$ cat src/rtl/buffer_drain_ctrl_pkg.sv
// Shared types and helpers for the accumulator window controller and drain stage.
package buffer_drain_ctrl_pkg;

   typedef enum logic [1:0] {
      IDLE  = 2'd0,
      CLEAR = 2'd1,
      ACC   = 2'd2
   } win_state_e;

   typedef enum logic {
      D_IDLE = 1'b0,
      D_SEND = 1'b1
   } drain_state_e;

   // Two's-complement result; the caller keeps the low bits it needs.
   function automatic logic [63:0] to_bipolar(input logic [63:0] count,
                                              input logic [63:0] winlen);
      return (count << 1) - winlen;
   endfunction

endpackage

$ cat src/rtl/buffer_drain_ctrl_drain_serializer.sv
// Serial drain of a frozen accumulator bank: lane index counter, lane mux,
// optional bipolar conversion and valid/ready handshake.
module drain_serializer
   import buffer_drain_ctrl_pkg::*;
#(
   parameter int ODIM    = 16,
   parameter int OWID    = 32,
   parameter int WINLEN  = 256,
   parameter int BIPOLAR = 0,
   parameter int DWID    = OWID + 1
) (
   input  logic                    clk,
   input  logic                    rst,
   input  logic                    launch,
   input  logic [OWID-1:0]         iData [ODIM],
   output logic                    oValid,
   input  logic                    iReady,
   output logic [$clog2(ODIM)-1:0] oIdx,
   output logic [DWID-1:0]         oData,
   output logic                    oOverrun
);

   localparam int IW = $clog2(ODIM);

   function automatic logic [DWID-1:0] convert(input logic [OWID-1:0] count);
      logic [63:0] wide;
      wide = '0;
      wide[OWID-1:0] = count;
      if (BIPOLAR != 0) begin
         wide = to_bipolar(wide, 64'(WINLEN));
      end
      return wide[DWID-1:0];
   endfunction

   drain_state_e    state_q, state_d;
   logic [IW-1:0]   idx_q, idx_d, nxt_idx;
   logic            valid_q, valid_d;
   logic [DWID-1:0] data_q, data_d;
   logic            overrun_q, overrun_d;
   logic            transfer, last_lane;

   assign transfer  = valid_q & iReady;
   assign last_lane = (idx_q == IW'(ODIM - 1));

   always_comb begin
      state_d   = state_q;
      idx_d     = idx_q;
      valid_d   = valid_q;
      data_d    = data_q;
      overrun_d = overrun_q;
      nxt_idx   = idx_q + IW'(1);
      if (launch) begin
         // A final-lane transfer in the launch cycle completes the old drain cleanly.
         if (state_q == D_SEND && !(transfer && last_lane)) begin
            overrun_d = 1'b1;
         end
         state_d = D_SEND;
         idx_d   = '0;
         valid_d = 1'b1;
         data_d  = convert(iData[0]);
      end else if (state_q == D_SEND && transfer) begin
         if (last_lane) begin
            state_d = D_IDLE;
            valid_d = 1'b0;
         end else begin
            idx_d  = nxt_idx;
            data_d = convert(iData[nxt_idx]);
         end
      end
   end

   always_ff @(posedge clk) begin
      if (rst) begin
         state_q   <= D_IDLE;
         idx_q     <= '0;
         valid_q   <= 1'b0;
         data_q    <= '0;
         overrun_q <= 1'b0;
      end else begin
         state_q   <= state_d;
         idx_q     <= idx_d;
         valid_q   <= valid_d;
         data_q    <= data_d;
         overrun_q <= overrun_d;
      end
   end

   assign oValid   = valid_q;
   assign oIdx     = idx_q;
   assign oData    = data_q;
   assign oOverrun = overrun_q;

endmodule

$ cat src/rtl/buffer_drain_ctrl.sv
// Window sequencer for the ping-pong accumulator array plus the serial drain
// of the bank frozen at each window end.
module buffer_drain_ctrl
   import buffer_drain_ctrl_pkg::*;
#(
   parameter int ODIM    = 16,
   parameter int OWID    = 32,
   parameter int WINLEN  = 256,
   parameter int BIPOLAR = 0,
   parameter int DWID    = OWID + 1
) (
   input  logic                    clk,
   input  logic                    rst,
   input  logic                    iStart,
   input  logic [OWID-1:0]         iData [ODIM],
   output logic                    oAccSel,
   output logic                    oClear,
   output logic                    oValid,
   input  logic                    iReady,
   output logic [$clog2(ODIM)-1:0] oIdx,
   output logic [DWID-1:0]         oData,
   output logic                    oBusy,
   output logic                    oOverrun
);

   localparam int CW = (WINLEN > 1) ? $clog2(WINLEN) : 1;

   win_state_e    state_q, state_d;
   logic [CW-1:0] cnt_q, cnt_d;
   logic          sel_q, sel_d;
   logic          clear_q, clear_d;
   logic          busy_q, busy_d;
   logic          launch_q, launch_d;

   always_comb begin
      state_d  = state_q;
      cnt_d    = cnt_q;
      sel_d    = sel_q;
      launch_d = 1'b0;
      unique case (state_q)
         IDLE: begin
            if (iStart) begin
               state_d = CLEAR;
            end
         end
         CLEAR: begin
            state_d = ACC;
            cnt_d   = '0;
         end
         ACC: begin
            if (cnt_q == CW'(WINLEN - 1)) begin
               // Launch is registered alongside the bank toggle so the drain
               // samples the frozen bank in the first cycle after the swap.
               cnt_d    = '0;
               sel_d    = ~sel_q;
               launch_d = 1'b1;
               state_d  = iStart ? CLEAR : IDLE;
            end else begin
               cnt_d = cnt_q + CW'(1);
            end
         end
         default: state_d = IDLE;
      endcase
      clear_d = (state_d == CLEAR);
      busy_d  = (state_d != IDLE);
   end

   always_ff @(posedge clk) begin
      if (rst) begin
         state_q  <= IDLE;
         cnt_q    <= '0;
         sel_q    <= 1'b0;
         clear_q  <= 1'b0;
         busy_q   <= 1'b0;
         launch_q <= 1'b0;
      end else begin
         state_q  <= state_d;
         cnt_q    <= cnt_d;
         sel_q    <= sel_d;
         clear_q  <= clear_d;
         busy_q   <= busy_d;
         launch_q <= launch_d;
      end
   end

   assign oAccSel = sel_q;
   assign oClear  = clear_q;
   assign oBusy   = busy_q;

   drain_serializer #(
      .ODIM    (ODIM),
      .OWID    (OWID),
      .WINLEN  (WINLEN),
      .BIPOLAR (BIPOLAR),
      .DWID    (DWID)
   ) u_drain (
      .clk      (clk),
      .rst      (rst),
      .launch   (launch_q),
      .iData    (iData),
      .oValid   (oValid),
      .iReady   (iReady),
      .oIdx     (oIdx),
      .oData    (oData),
      .oOverrun (oOverrun)
   );

endmodule

$ cat config.mk
export PLATFORM = sky130hd
export DESIGN_NAME = buffer_drain_ctrl
export DESIGN_NICKNAME = d
export VERILOG_FILES = /design/src/rtl/buffer_drain_ctrl_pkg.sv /design/src/rtl/buffer_drain_ctrl_drain_serializer.sv /design/src/rtl/buffer_drain_ctrl.sv
export SDC_FILE = /design/constraint.sdc
export NUM_CORES = 1
export LEC_CHECK = 0
export CORE_AREA = 3 3 214 216
export CTS_BUF_LIST = sky130_fd_sc_hd__clkbuf_4
export DETAILED_ROUTE_END_ITERATION = 8
export DIE_AREA = 0 0 217 219
export PLACE_DENSITY_LB_ADDON = 0.05
export SYNTH_ARGS = -nofsm -noshare
export SYNTH_HDL_FRONTEND = slang
export SYNTH_HIERARCHICAL = 1
export SYNTH_SLANG_ARGS = --single-unit
export TNS_END_PERCENT = 5
$ cat constraint.sdc
create_clock -name clk -period 2.7 [get_ports clk]
set_input_delay 0.675 -clock clk [delete_from_list [all_inputs] [get_ports clk]]
set_output_delay 0.675 -clock clk [all_outputs]
set_load 0.05 [all_outputs]
==> metrics.md <==
| Metric | Value |
|---|---|
| Grt peak-use layer | met2 |
| Critical Path Sink Type | output pin |
| 1st-iter DRT viols | 319 |
| Area share of the largest cell type after synthesis | 46.88% |
| Final hold violation count | 0 |
| Via count | 6968 |
| Internal power | 1728 uW |
| Die Area | 47520 um^2 |
| CTS H-tree lvls | 2 |
| Min-delay src | cnt_q[1]$_SDFFE_PP0P_ |
| Mapped Cells | 484 |
| Sw frac | 26.63% |
| Buffers inserted by post-CTS timing repair | 0 |
| Worst-margin pin slew | 0.9828 ns |
| GPL Wtd Cong | 0.7320 |
| Final WL | 40.79 mm |
| Vias in the first global route | 7675 |
| GRT Util Overall | 16.11% |
| Worst reg2reg startpoint | u_drain/oIdx[1]$_SDFFE_PP0P_ |
| Clk network pwr share | 19.6% |
| PortBufs | 556 |
| Combinational group share of total power | 46.8% |
| Fraction of layout cells with a size suffix above 1 | 17.26% |
| Layout area overhead | 103.7% |
| Final #Nets | 1535 |
| Most frequent cells in the layout | 554 x clkdlybuf4s50_1, 128 x mux4_2, 64 x mux2i_1 |
| WL/cell | 25.38 um |
| Initial antenna violation count | 10 |
| Clock Pin Slew Worst Setup and Hold Paths | 0.22 ns |
| Hold WC Path Type | reg2reg |
| Max_cap viols | 0 |
| Reg2reg setup slack | 0.36 ns |
| Clock Skew | 0.02945 ns |
| Initial Utilization | 13.94% |
| CTS sink cnt | 52 |
| Pwr Density | 188.0 nW/um^2 |
| Final instance area | 12520 um^2 |
| CTS Buffer Depth | 2 |
| Die X | 217 um |
| Most common cell after layout, fill and taps aside | clkdlybuf4s50_1 |
| Worst Setup Start Kind | flip-flop |
| CP Class | reg2out |
| Remaining global-route overflow | 0 |
| Seq pwr share | 33.6% |
| Final Max Tran Viols | 0 |
| Critical Path AT | 1.84 ns |
| Mean Syn Cell Area | 12.71 um^2 |
| Row count | 77 |
| Clock buffer count from CTS | 5 |
| HPWL after detailed placement | 34.14 mm |
| Fin crit share | 93.21% |
| WHS Path Cells | 2 |
| Mapped cell area | 6150 um^2 |
| Largest net degree at the start of global routing | 52 |
| Boundary Pins | 558 |
| Outcome | finished clean |
| Post-placement cell count | 1598 |
| Final setup fails | 0 |
| First-pass GRT wire length | 56.45 mm |
| DRC Markers | 0 |
| Number of routed nets with antenna violations | 0 |
| Synth Warn # | 6 |
| Ranking of synthesized cells by area | mux4_2 47%, dfxtp_1 17%, mux2i_1 10% |
| Max Clk Rate | 397.4 MHz |
| VDD IR max | 175.4 uV |
| Top cell type by total area after synthesis | mux4_2 |
| Critical R2R Capture | u_drain/oData[0]$_SDFFE_PP0P_ |
| Leak pwr | 0.004162 uW |
| Normalized max-slew margin | 34.34% |
| Library cells used by synthesis | 46 |
| Clock root cell | clkbuf_4 |
| Reg2reg path depth | 6 |
| GRT met3 Usage | 5.096% |
| Mapped Nets | 1006 |
| Drt via density | 4.336 |
| Req. time, crit path | 2.03 ns |
| Global-route met2 utilization | 30.80% |
| Cell Area, Placed | 12450 um^2 |
| Die height | 219 um |
| Worst skew pair latency | 0.44 ns |
| Yosys reg bits | 52 |
| Net Sw Power | 627.1 uW |
| Core area | 44120 um^2 |
| Drt first pass iters | 6 |
| Crit path max fanout | 51 |
| Non-Filler Instances | 1607 |
| GR Layer Usage met1 | 18.15% |
| Register area share after synthesis | 16.93% |
| CTS tree | built |
| WHS Endpoint | cnt_q[1]$_SDFFE_PP0P_ |
| Min Tclk post-route | 2.517 ns |
| RSZ-0062 raised after global routing | false |
what timing repair did:
action                     CTS  global route
setup endpoints to repair    0            11
gates resized for setup      0             2
hold buffers                 0             0
stage by stage:
stage / setup TNS [ns] / hold slack, ns / utilization, % / setup WS, ns / total power (uW)
floorplan: 0 / 0.4633 / - / 0.3382 / 1063
global placement: -0.007893 / 0.4849 / 28.22 / -0.007893 / 1913
detailed placement: -0.01259 / 0.4832 / 28.22 / -0.008444 / 1913
CTS: 0 / 0.5193 / 28.37 / 0.0005684 / 2419
global route: 0 / 0.5774 / 28.38 / 0.01833 / 2487
finish: 0 / 0.5176 / 28.38 / 0.1835 / 2355
power by group through the flow:
stage / Combinational, uW / Sequential [uW] / Clock [uW]
4_1_cts: 1120 / 791 / 513
6_report: 1100 / 790 / 462
3_5_place_dp: 1110 / 806 / 0
5_1_grt: 1170 / 793 / 527
2_1_floorplan: 241 / 822 / 0
3_3_place_gp: 1110 / 806 / 0
cell families after synthesis:
| family | after synthesis | share of synthesized area, % |
|---|---|---|
| AOI/OAI and AO/OA | 112 | 12.82 |
| xor gates and xnor gates | 8 | 1.262 |
| adders and majority gates | 6 | 1.221 |
| buffers and inverters | 60 | 5.697 |
| DFF | 52 | 16.93 |
| muxes | 193 | 57.48 |
| other | 1 | 0.06098 |
| and+or+nand+nor | 52 | 4.537 |
area by class of cell:
type                    count  area [um^2]
diodes                      1        2.502
clock buffers               5        37.54
clock inverters             3        28.78
fillers                  4692        31600
inverters                   3        11.26
multi-input cells         372         4808
flip-flops and latches     52         1045
well taps                 592        740.7
repair buffers            579         5851
sequential cells by signal, indices dropped and copies added, names as in the netlist:
register          cells
launch_q              1
oAccSel               1
u_drain/oOverrun      1
u_drain/oIdx          4
oClear                1
state_q               2
u_drain/oData        32
oBusy                 1
cnt_q                 8
u_drain/oValid        1
layer usage:
| metal | up-vias | routed length (um) |
|---|---|---|
| met5 | - | 86 |
| met2 | 308 | 22050 |
| met3 | 25 | 3279 |
| met1 | 3490 | 15150 |
| met4 | 14 | 220 |
| li1 | 3131 | - |
worst max-delay path: stages (launching register included):
cell     delay (ns)
dfxtp_4        0.42
buf_12         0.37
buf_12         0.31
buf_4          0.26
worst max-delay path by stage:
stage	start	endpoint	slack, ns	depth (start not counted)
6_report	u_drain/oIdx[0]$_SDFFE_PP0P_	oIdx[0]	0.18	3
5_1_grt	u_drain/oIdx[0]$_SDFFE_PP0P_	oIdx[0]	0.02	3
3_3_place_gp	iReady	u_drain/oData[19]$_SDFFE_PP0P_	-0.008	5
4_1_cts	u_drain/oIdx[2]$_SDFFE_PP0P_	oIdx[2]	0.0006	1
2_1_floorplan	u_drain/oIdx[0]$_SDFFE_PP0P_	u_drain/oData[1]$_SDFFE_PP0P_	0.34	7
3_5_place_dp	iReady	u_drain/oData[13]$_SDFFE_PP0P_	-0.008	5
synth_stat cells, drive strengths merged:
master,instances
o31ai,1
clkbuf,20
a211oi,1
conb,1
or3,1
buf,37
a311oi,2
a221oi,31
o21ai,35
nor2,15
xor2,3
nor3b,2
nor4,3
a21oi,6
mux4,128
inv,3
mux2i,64
or4,1
a21o,32
mux2,1
or2,1
a21bo,1
nand4,3
nand3,6
a32oi,1
nand2b,2
and3,3
dfxtp,52
nand2,6
a31oi,1
nor4b,1
and2,1
xnor2,5
o21a,1
nor2b,1
ha,6
nor3,6
Note: power is estimated with default switching activity, not from simulation.
